### src/rtl/divider_sequencer.sv
// Multi-cycle restoring divider with start/ready handshake and divide-by-zero reporting.
// Define DIVIDER_SIGNED_EN for two's-complement operands; the default build divides unsigned.
module divider_sequencer #(
   parameter int WORD_LENGTH = 16
) (
   input  logic                   clk,
   input  logic                   reset,
   input  logic                   start,
   input  logic [WORD_LENGTH-1:0] dividend,
   input  logic [WORD_LENGTH-1:0] divisor,
   output logic                   busy,
   output logic                   ready,
   output logic [WORD_LENGTH-1:0] result,
   output logic [WORD_LENGTH-1:0] remainder,
   output logic                   div_by_zero
);

   localparam int W  = WORD_LENGTH;
   localparam int CW = $clog2(WORD_LENGTH + 1);
   localparam logic [W-1:0]  ZERO_W  = {W{1'b0}};
   localparam logic [W-1:0]  ONES_W  = {W{1'b1}};
   localparam logic [CW-1:0] CNT_ONE = {{(CW-1){1'b0}}, 1'b1};
   localparam logic [CW-1:0] CNT_W   = CW'(WORD_LENGTH);

   typedef enum logic [1:0] {
      S_IDLE    = 2'd0,
      S_ITERATE = 2'd1,
      S_FIXUP   = 2'd2,
      S_DONE    = 2'd3
   } state_t;

   state_t         state_q, state_d;
   logic [W-1:0]   a_q, a_d;
   logic [W-1:0]   q_q, q_d;
   logic [W-1:0]   d_q, d_d;
   logic [CW-1:0]  cnt_q, cnt_d;
   logic           dbz_pend_q, dbz_pend_d;
   logic [W-1:0]   result_q, result_d;
   logic [W-1:0]   remainder_q, remainder_d;
   logic           dbz_q, dbz_d;
   logic           busy_q, busy_d;
   logic           ready_q, ready_d;
   logic [W:0]     a_shift_s;
   logic [W:0]     trial_s;

`ifdef DIVIDER_SIGNED_EN
   logic           neg_quot_q, neg_quot_d;
   logic           neg_rem_q, neg_rem_d;

   function automatic logic [W-1:0] mag(input logic [W-1:0] v);
      logic [W-1:0] r;
      if (v[W-1]) begin
         r = ~v + {{(W-1){1'b0}}, 1'b1};
      end else begin
         r = v;
      end
      return r;
   endfunction

   function automatic logic [W-1:0] neg_if(input logic [W-1:0] v, input logic n);
      logic [W-1:0] r;
      if (n) begin
         r = ~v + {{(W-1){1'b0}}, 1'b1};
      end else begin
         r = v;
      end
      return r;
   endfunction
`endif

   // Next-state, datapath iteration and output-register loads.
   always_comb begin
      state_d     = state_q;
      a_d         = a_q;
      q_d         = q_q;
      d_d         = d_q;
      cnt_d       = cnt_q;
      dbz_pend_d  = dbz_pend_q;
      result_d    = result_q;
      remainder_d = remainder_q;
      dbz_d       = dbz_q;
      busy_d      = 1'b0;
      ready_d     = 1'b0;
`ifdef DIVIDER_SIGNED_EN
      neg_quot_d  = neg_quot_q;
      neg_rem_d   = neg_rem_q;
`endif
      a_shift_s   = {a_q, q_q[W-1]};
      trial_s     = a_shift_s - {1'b0, d_q};

      case (state_q)
         S_IDLE, S_DONE: begin
            if (start) begin
               a_d   = ZERO_W;
               cnt_d = CNT_W;
               if (divisor == ZERO_W) begin
                  // Zero divisor detours through FIXUP with busy low so ready timing stays fixed.
                  q_d        = dividend;
                  d_d        = ZERO_W;
                  dbz_pend_d = 1'b1;
                  state_d    = S_FIXUP;
               end else begin
                  dbz_pend_d = 1'b0;
                  busy_d     = 1'b1;
                  state_d    = S_ITERATE;
`ifdef DIVIDER_SIGNED_EN
                  q_d        = mag(dividend);
                  d_d        = mag(divisor);
                  neg_quot_d = dividend[W-1] ^ divisor[W-1];
                  neg_rem_d  = dividend[W-1];
`else
                  q_d        = dividend;
                  d_d        = divisor;
`endif
               end
            end else begin
               state_d = S_IDLE;
            end
         end
         S_ITERATE: begin
            busy_d = 1'b1;
            if (!trial_s[W]) begin
               a_d = trial_s[W-1:0];
               q_d = {q_q[W-2:0], 1'b1};
            end else begin
               a_d = a_shift_s[W-1:0];
               q_d = {q_q[W-2:0], 1'b0};
            end
            cnt_d = cnt_q - CNT_ONE;
            if (cnt_q == CNT_ONE) begin
               state_d = S_FIXUP;
            end else begin
               state_d = S_ITERATE;
            end
         end
         S_FIXUP: begin
            ready_d    = 1'b1;
            dbz_pend_d = 1'b0;
            state_d    = S_DONE;
            if (dbz_pend_q) begin
               result_d    = ONES_W;
               remainder_d = q_q;
               dbz_d       = 1'b1;
            end else begin
`ifdef DIVIDER_SIGNED_EN
               result_d    = neg_if(q_q, neg_quot_q);
               remainder_d = neg_if(a_q, neg_rem_q);
`else
               result_d    = q_q;
               remainder_d = a_q;
`endif
               dbz_d       = 1'b0;
            end
         end
         default: begin
            state_d = S_IDLE;
         end
      endcase
   end

   // State, datapath and registered outputs; reset clears everything.
   always_ff @(posedge clk or negedge reset) begin
      if (!reset) begin
         state_q     <= S_IDLE;
         a_q         <= ZERO_W;
         q_q         <= ZERO_W;
         d_q         <= ZERO_W;
         cnt_q       <= {CW{1'b0}};
         dbz_pend_q  <= 1'b0;
         result_q    <= ZERO_W;
         remainder_q <= ZERO_W;
         dbz_q       <= 1'b0;
         busy_q      <= 1'b0;
         ready_q     <= 1'b0;
`ifdef DIVIDER_SIGNED_EN
         neg_quot_q  <= 1'b0;
         neg_rem_q   <= 1'b0;
`endif
      end else begin
         state_q     <= state_d;
         a_q         <= a_d;
         q_q         <= q_d;
         d_q         <= d_d;
         cnt_q       <= cnt_d;
         dbz_pend_q  <= dbz_pend_d;
         result_q    <= result_d;
         remainder_q <= remainder_d;
         dbz_q       <= dbz_d;
         busy_q      <= busy_d;
         ready_q     <= ready_d;
`ifdef DIVIDER_SIGNED_EN
         neg_quot_q  <= neg_quot_d;
         neg_rem_q   <= neg_rem_d;
`endif
      end
   end

   assign busy        = busy_q;
   assign ready       = ready_q;
   assign result      = result_q;
   assign remainder   = remainder_q;
   assign div_by_zero = dbz_q;

endmodule

### config.mk
export PLATFORM = sky130hd
export DESIGN_NAME = divider_sequencer
export DESIGN_NICKNAME = d
export VERILOG_FILES = /design/src/rtl/divider_sequencer.sv
export SDC_FILE = /design/constraint.sdc
export NUM_CORES = 1
export LEC_CHECK = 0
export BUFFER_PORTS_ARGS = -buffer_cell sky130_fd_sc_hd__clkbuf_2
export CAP_MARGIN = 20
export CORE_MARGIN = 10
export CORE_UTILIZATION = 45
export DETAILED_ROUTE_END_ITERATION = 10
export PLACE_DENSITY = 0.65
export SLEW_MARGIN = 40
export SYNTH_ARGS = -nofsm -noshare
export SYNTH_HDL_FRONTEND = slang
export SYNTH_SLANG_ARGS = --single-unit
### constraint.sdc
create_clock -name clk -period 7.1 [get_ports clk]
set_input_delay 1.42 -clock clk [delete_from_list [all_inputs] [get_ports clk]]
set_output_delay 1.42 -clock clk [all_outputs]
set_load 0.03 [all_outputs]
# == Word level (Yosys, flattened, before mapping) ==
# Index checks and enable logic that the tools add are counted.
# totals
reg_bits,91
out_inout_bits,35
# op_classes
add_sub_neg,2
eq_ne,5
muxes,23
reduce_logical,8
# op_table
operator,n
2-to-1 mux 16 bit,6
one-hot mux 16 bit (2 select lines),2
subtractor 17 x 16 -> 17 bit,1
logical NOT 16 bit,1
one-hot mux 5 bit (2 select lines),1
2-to-1 mux 1 bit,7
2-to-1 mux 2 bit,3
one-hot mux 2 bit (3 select lines),1
AND reduction 2 bit,3
== test 5 x 1 -> 1 bit (second input constant),1
2-to-1 mux 5 bit,1
subtractor 5 x 1 -> 5 bit (second input constant),1
== test 2 bit (second input constant),2
one-hot mux 1 bit (2 select lines),2
nonzero test 2 bit,2
== test 2 x 1 -> 1 bit (second input constant),1
logical NOT 2 bit,1
inequality test 2 bit (second input constant),1
OR reduction 2 bit,1

# == Logic depth before layout (Yosys ltp) ==
# logic_depth
word_depth,4
depth_mapped,12

# == Worst setup path after synthesis ==
# Ideal clock, no wire load.
# synth_path
path_type,register -> register
from,reg q_q[15]
to,reg a_q[12]
arrival_ps,2440
slack_ps,4532
stages_incl_launch_ff,13
path_buffers,1
synth_period_minus_slack_ps,2568
path_cell_list,dfrtp_1 inv_1 ha_1 inv_1 fa_1 a211oi_1 o211ai_2 nand4_1 nand2_2 xor2_4 buf_12 mux2i_1 o21ai_2
# synth_via
elab_chain_len,3
# synth_lines
item,line_no,rtl
"start, declared",34,"logic [W-1:0] q_q, q_d;"
"start signal, assigned",182,q_q <= q_d;
subtractor 17 x 16 -> 17 bit,89,"trial_s = a_shift_s - {1'b0, d_q};"
2-to-1 mux 16 bit,122,if (!trial_s[W]) begin
one-hot mux 16 bit (2 select lines),91,case (state_q)
"end signal, assigned",165,a_q <= ZERO_W;
"end signal, assigned",181,a_q <= a_d;
"end, declared",33,"logic [W-1:0] a_q, a_d;"
# No other way between the ends.
# A chain may end at the register's enable or synchronous reset.

# == Worst setup path after layout ==
# layout_path
from,reg q_q[15]
to,reg a_q[3]
# Same word-level chain as after synthesis.

==> summary.md <==
| Metric | Value |
|---|---|
| Final wirelength | `11000 um` |
| Slowest-stage cell, CP | `xor2_4` |
| Worst r2r src | `q_q[15]$_DFFE_PN0P_` |
| GRT busiest layer | `met2` |
| Rel. slew slack | `0.527` |
| CTS tree | `yes` |
| Initial DRC count | `272` |
| Share of post-route cells with drive strength above 1 | `0.208` |
| ANT cells | `0` |
| Multi-input gate area | `2330 um^2` |
| Placer Congestion | `0.854` |
| Sequential share of power | `0.377` |
| Via density | `5.33` |
| Sequential fraction of the synthesis area | `0.474` |
| Number of global-route vias before repair | `3607` |
| CTS Buf Count | `9` |
| FF/Latch Area | `2280 um^2` |
| EDFF count, synth | `0` |
| Remaining Overflow, GRT | `0` |
| RSZ-0062 raised after global routing | `no` |
| Skew-Pair Late Insertion Delay | `0.37 ns` |
| CTS Hold Bufs | `0` |
| Clock share of power | `0.184` |
| Min-delay worst type | `reg -> reg` |
| # DRC | `0` |
| Rows | `37` |
| Largest delay share family, worst path | `compound AO/OA/AOI/OAI gates` |
| Asr flop ratio synth | `1.00` |
| Post-CTS setup buffer count | `0` |
| Setup CP Type | `reg -> reg` |
| Finish-stage setup viols | `0` |
| Largest net degree at the start of global routing | `61` |
| Max Cap Viol | `0` |
| Leak | `0.00259 uW` |
| Req. time, crit path | `7.33 ns` |
| Post-synthesis net count | `550` |
| Port bufs | `69` |
| Setup crit start kind | `flip-flop` |
| Endpoints failing hold | `0` |
| Setup TNS | `0 ns` |
| Buf/Inv on CP | `2` |
| Total GRT Usage | `0.146` |
| Mapped cell area | `4800 um^2` |
| Initial Util | `0.463` |
| Clock slew at the register clock pins of the worst setup and hold paths | `0.09 ns` |
| Number of synthesized register bits | `91` |
| Maximum fanout along the worst path | `19` |
| Fmax | `329 MHz` |
| H-Tree Depth | `3` |
| WP data arrival | `3.27 ns` |
| Vias post-DR | `3705` |
| Met2 usage | `0.215` |
| GR Util met3 | `0.0383` |
| Worst IR Drop VDD | `0.163 mV` |
| Cell repeated most along the worst path | `inv_1` |
| Initial antenna violation count | `0` |
| Crit path launch | `q_q[15]$_DFFE_PN0P_` |
| Filler instances | `975` |
| CTS Buffer Depth | `2` |
| Status | `finished, final reports clean` |
| Critical-path cell list | `inv_1 -> ha_1 -> inv_1 -> fa_1 -> a211oi_1 -> o211ai_2 -> nand4_1 -> nand2_2 -> xor2_4 -> mux2i_1 -> o21ai_0` |
| CP peak stage delay | `0.59 ns` |
| WL per Instance | `15.9 um` |
| Synth Area per Inst | `9.72 um^2` |
| Grt met1 use | `0.208` |
| P_sw | `955 uW` |
| Clock Tree Root | `clkbuf_8` |
| Cell variety after synth | `47` |
| Worst min-delay path startpoint | `div_by_zero$_DFFE_PN0P_` |
| Final min period | `3.04 ns` |
| Gate Count Post-Synth | `494` |
| Ys Warns | `0` |
| Nets | `611` |
| Die height | `123 um` |
| Area growth, synth to finish | `14.2%` |
| Internal power | `1310 uW` |
| Hold Slack | `0.515 ns` |
| Main synth FF type | `dfrtp_1` |
| Crit end category | `flip-flop` |
| Resized cells post-CTS | `0` |
| First-pass GRT wire length | `17900 um` |
| Drt pass-1 iters | `4` |
| Slew @ Worst Pin | `0.709 ns` |
| Post-DP HPWL | `8320 um` |
| Period utilization | `0.429` |
| CTS sink cnt | `91` |
| Core ar. | `10400 um^2` |
| Sw frac | `0.422` |
| PwrDens | `413 nW/um^2` |
| I/O pin count | `70` |
| Gate power share | `0.440` |
| Slew Limit Fails | `0` |
| Post-route ant nets | `0` |
| Clk_skew | `0.00625 ns` |
| Die W | `123 um` |
| Die ar. | `15200 um^2` |
## flip-flops by register name (all words and copies together) (netlist names), 2 cells and up
name	flops
cnt_q	5
remainder	16
result	16
a_q	16
d_q	16
q_q	16
state_q	2
## layout make-up
class	count	share of cell area
inverter	24	0.0164
multi-input combinational	355	0.425
clock buffer	10	0.0233
clock inverter	5	0.0187
sequential	91	0.415
timing repair buffer	74	0.0703
tap	136	0.0310
## metrics by stage
| step | total power (uW) | area [um^2] | setup slack (ns) | util | instances |
|---|---|---|---|---|---|
| 5_1_grt | 2430 | 5480 | 3.90 | 0.529 | 695 |
| 6_report | 2260 | 5480 | 4.06 | 0.529 | 695 |
| 3_3_place_gp | 1830 | 5250 | 3.59 | 0.506 | 680 |
| 4_1_cts | 2280 | 5480 | 3.89 | 0.528 | 695 |
| 3_5_place_dp | 1860 | 5250 | 3.50 | 0.506 | 680 |
| 2_1_floorplan | 1580 | 4800 | 4.53 | - | 494 |
## synthesized netlist by cell type (3+ instances only)
cell type | count | area, um^2
dfrtp_1 | 91 | 2280
a21oi_1 | 58 | 290
nor2_1 | 58 | 218
nand2_1 | 51 | 191
mux2i_1 | 44 | 440
o21ai_0 | 33 | 165
inv_1 | 24 | 90.1
ha_1 | 20 | 250
mux2_2 | 17 | 191
clkbuf_1 | 13 | 48.8
xor2_1 | 12 | 105
buf_1 | 8 | 30.0
o21ai_1 | 8 | 40.0
nand3_1 | 6 | 30.0
nor4_1 | 5 | 31.3
xnor2_1 | 5 | 43.8
nand2b_1 | 3 | 18.8
nand4_1 | 3 | 18.8
## power by group through the flow
stage	Sequential, uW	Combinational (uW)	Clock, uW
2_1_floorplan	962	617	0
3_3_place_gp	851	977	0
3_5_place_dp	864	996	0
4_1_cts	854	1000	421
5_1_grt	879	1120	437
6_report	852	994	415
## worst paths after layout
kind	to	slack (ns)	cells after the start
min reg2reg	div_by_zero$_DFFE_PN0P_	0.52	1
min	div_by_zero$_DFFE_PN0P_	0.52	1
min in group asynchronous	q_q[11]$_DFFE_PN0P_	0.99	1
max	a_q[3]$_DFFE_PN0P_	4.06	11
max in group asynchronous	d_q[14]$_DFFE_PN0P_	5.04	2
max reg2reg	a_q[3]$_DFFE_PN0P_	4.06	11
## layer usage
| layer | routed length (um) | up-vias |
|---|---|---|
| met5 | 0 | - |
| met4 | 95 | 0 |
| met1 | 5390 | 1767 |
| met3 | 753 | 10 |
| li1 | - | 1821 |
| met2 | 4790 | 107 |
## worst reg2reg max path, cell delays in order, from the launching register on
cell and delay (ns):
dfrtp_1 0.47, inv_1 0.09, ha_1 0.16, inv_1 0.05, fa_1 0.42, a211oi_1 0.38
o211ai_2 0.14, nand4_1 0.12, nand2_2 0.10, xor2_4 0.59, mux2i_1 0.29, o21ai_0 0.09
## placed cells by master (no fill, tap or decap), types with 3 or more instances in the layout
cell type / n
nand2_1: 50
clkbuf_2: 68
mux2_2: 17
dfrtp_1: 91
nor4_1: 5
mux2i_1: 44
a21oi_1: 58
o21ai_1: 8
bufinv_16: 3
clkbuf_8: 9
ha_1: 19
nand3_1: 6
xor2_1: 12
nand2b_1: 3
nand4_1: 3
o21ai_0: 33
inv_1: 24
nor2_1: 58
xnor2_1: 5
buf_4: 6
## logic make-up (layout without fill, tap and decap cells)
family / Yosys count / after routing / synth area share
and+or+nand+nor: 134 / 134 / 0.117
AOI/OAI and AO/OA: 121 / 121 / 0.142
DFF: 91 / 91 / 0.474
muxes: 61 / 61 / 0.132
buffers and inverters: 48 / 113 / 0.0415
adders and majority gates: 21 / 21 / 0.0563
xor gates and xnor gates: 18 / 18 / 0.0368
Note: power is estimated with default switching activity, not from simulation.
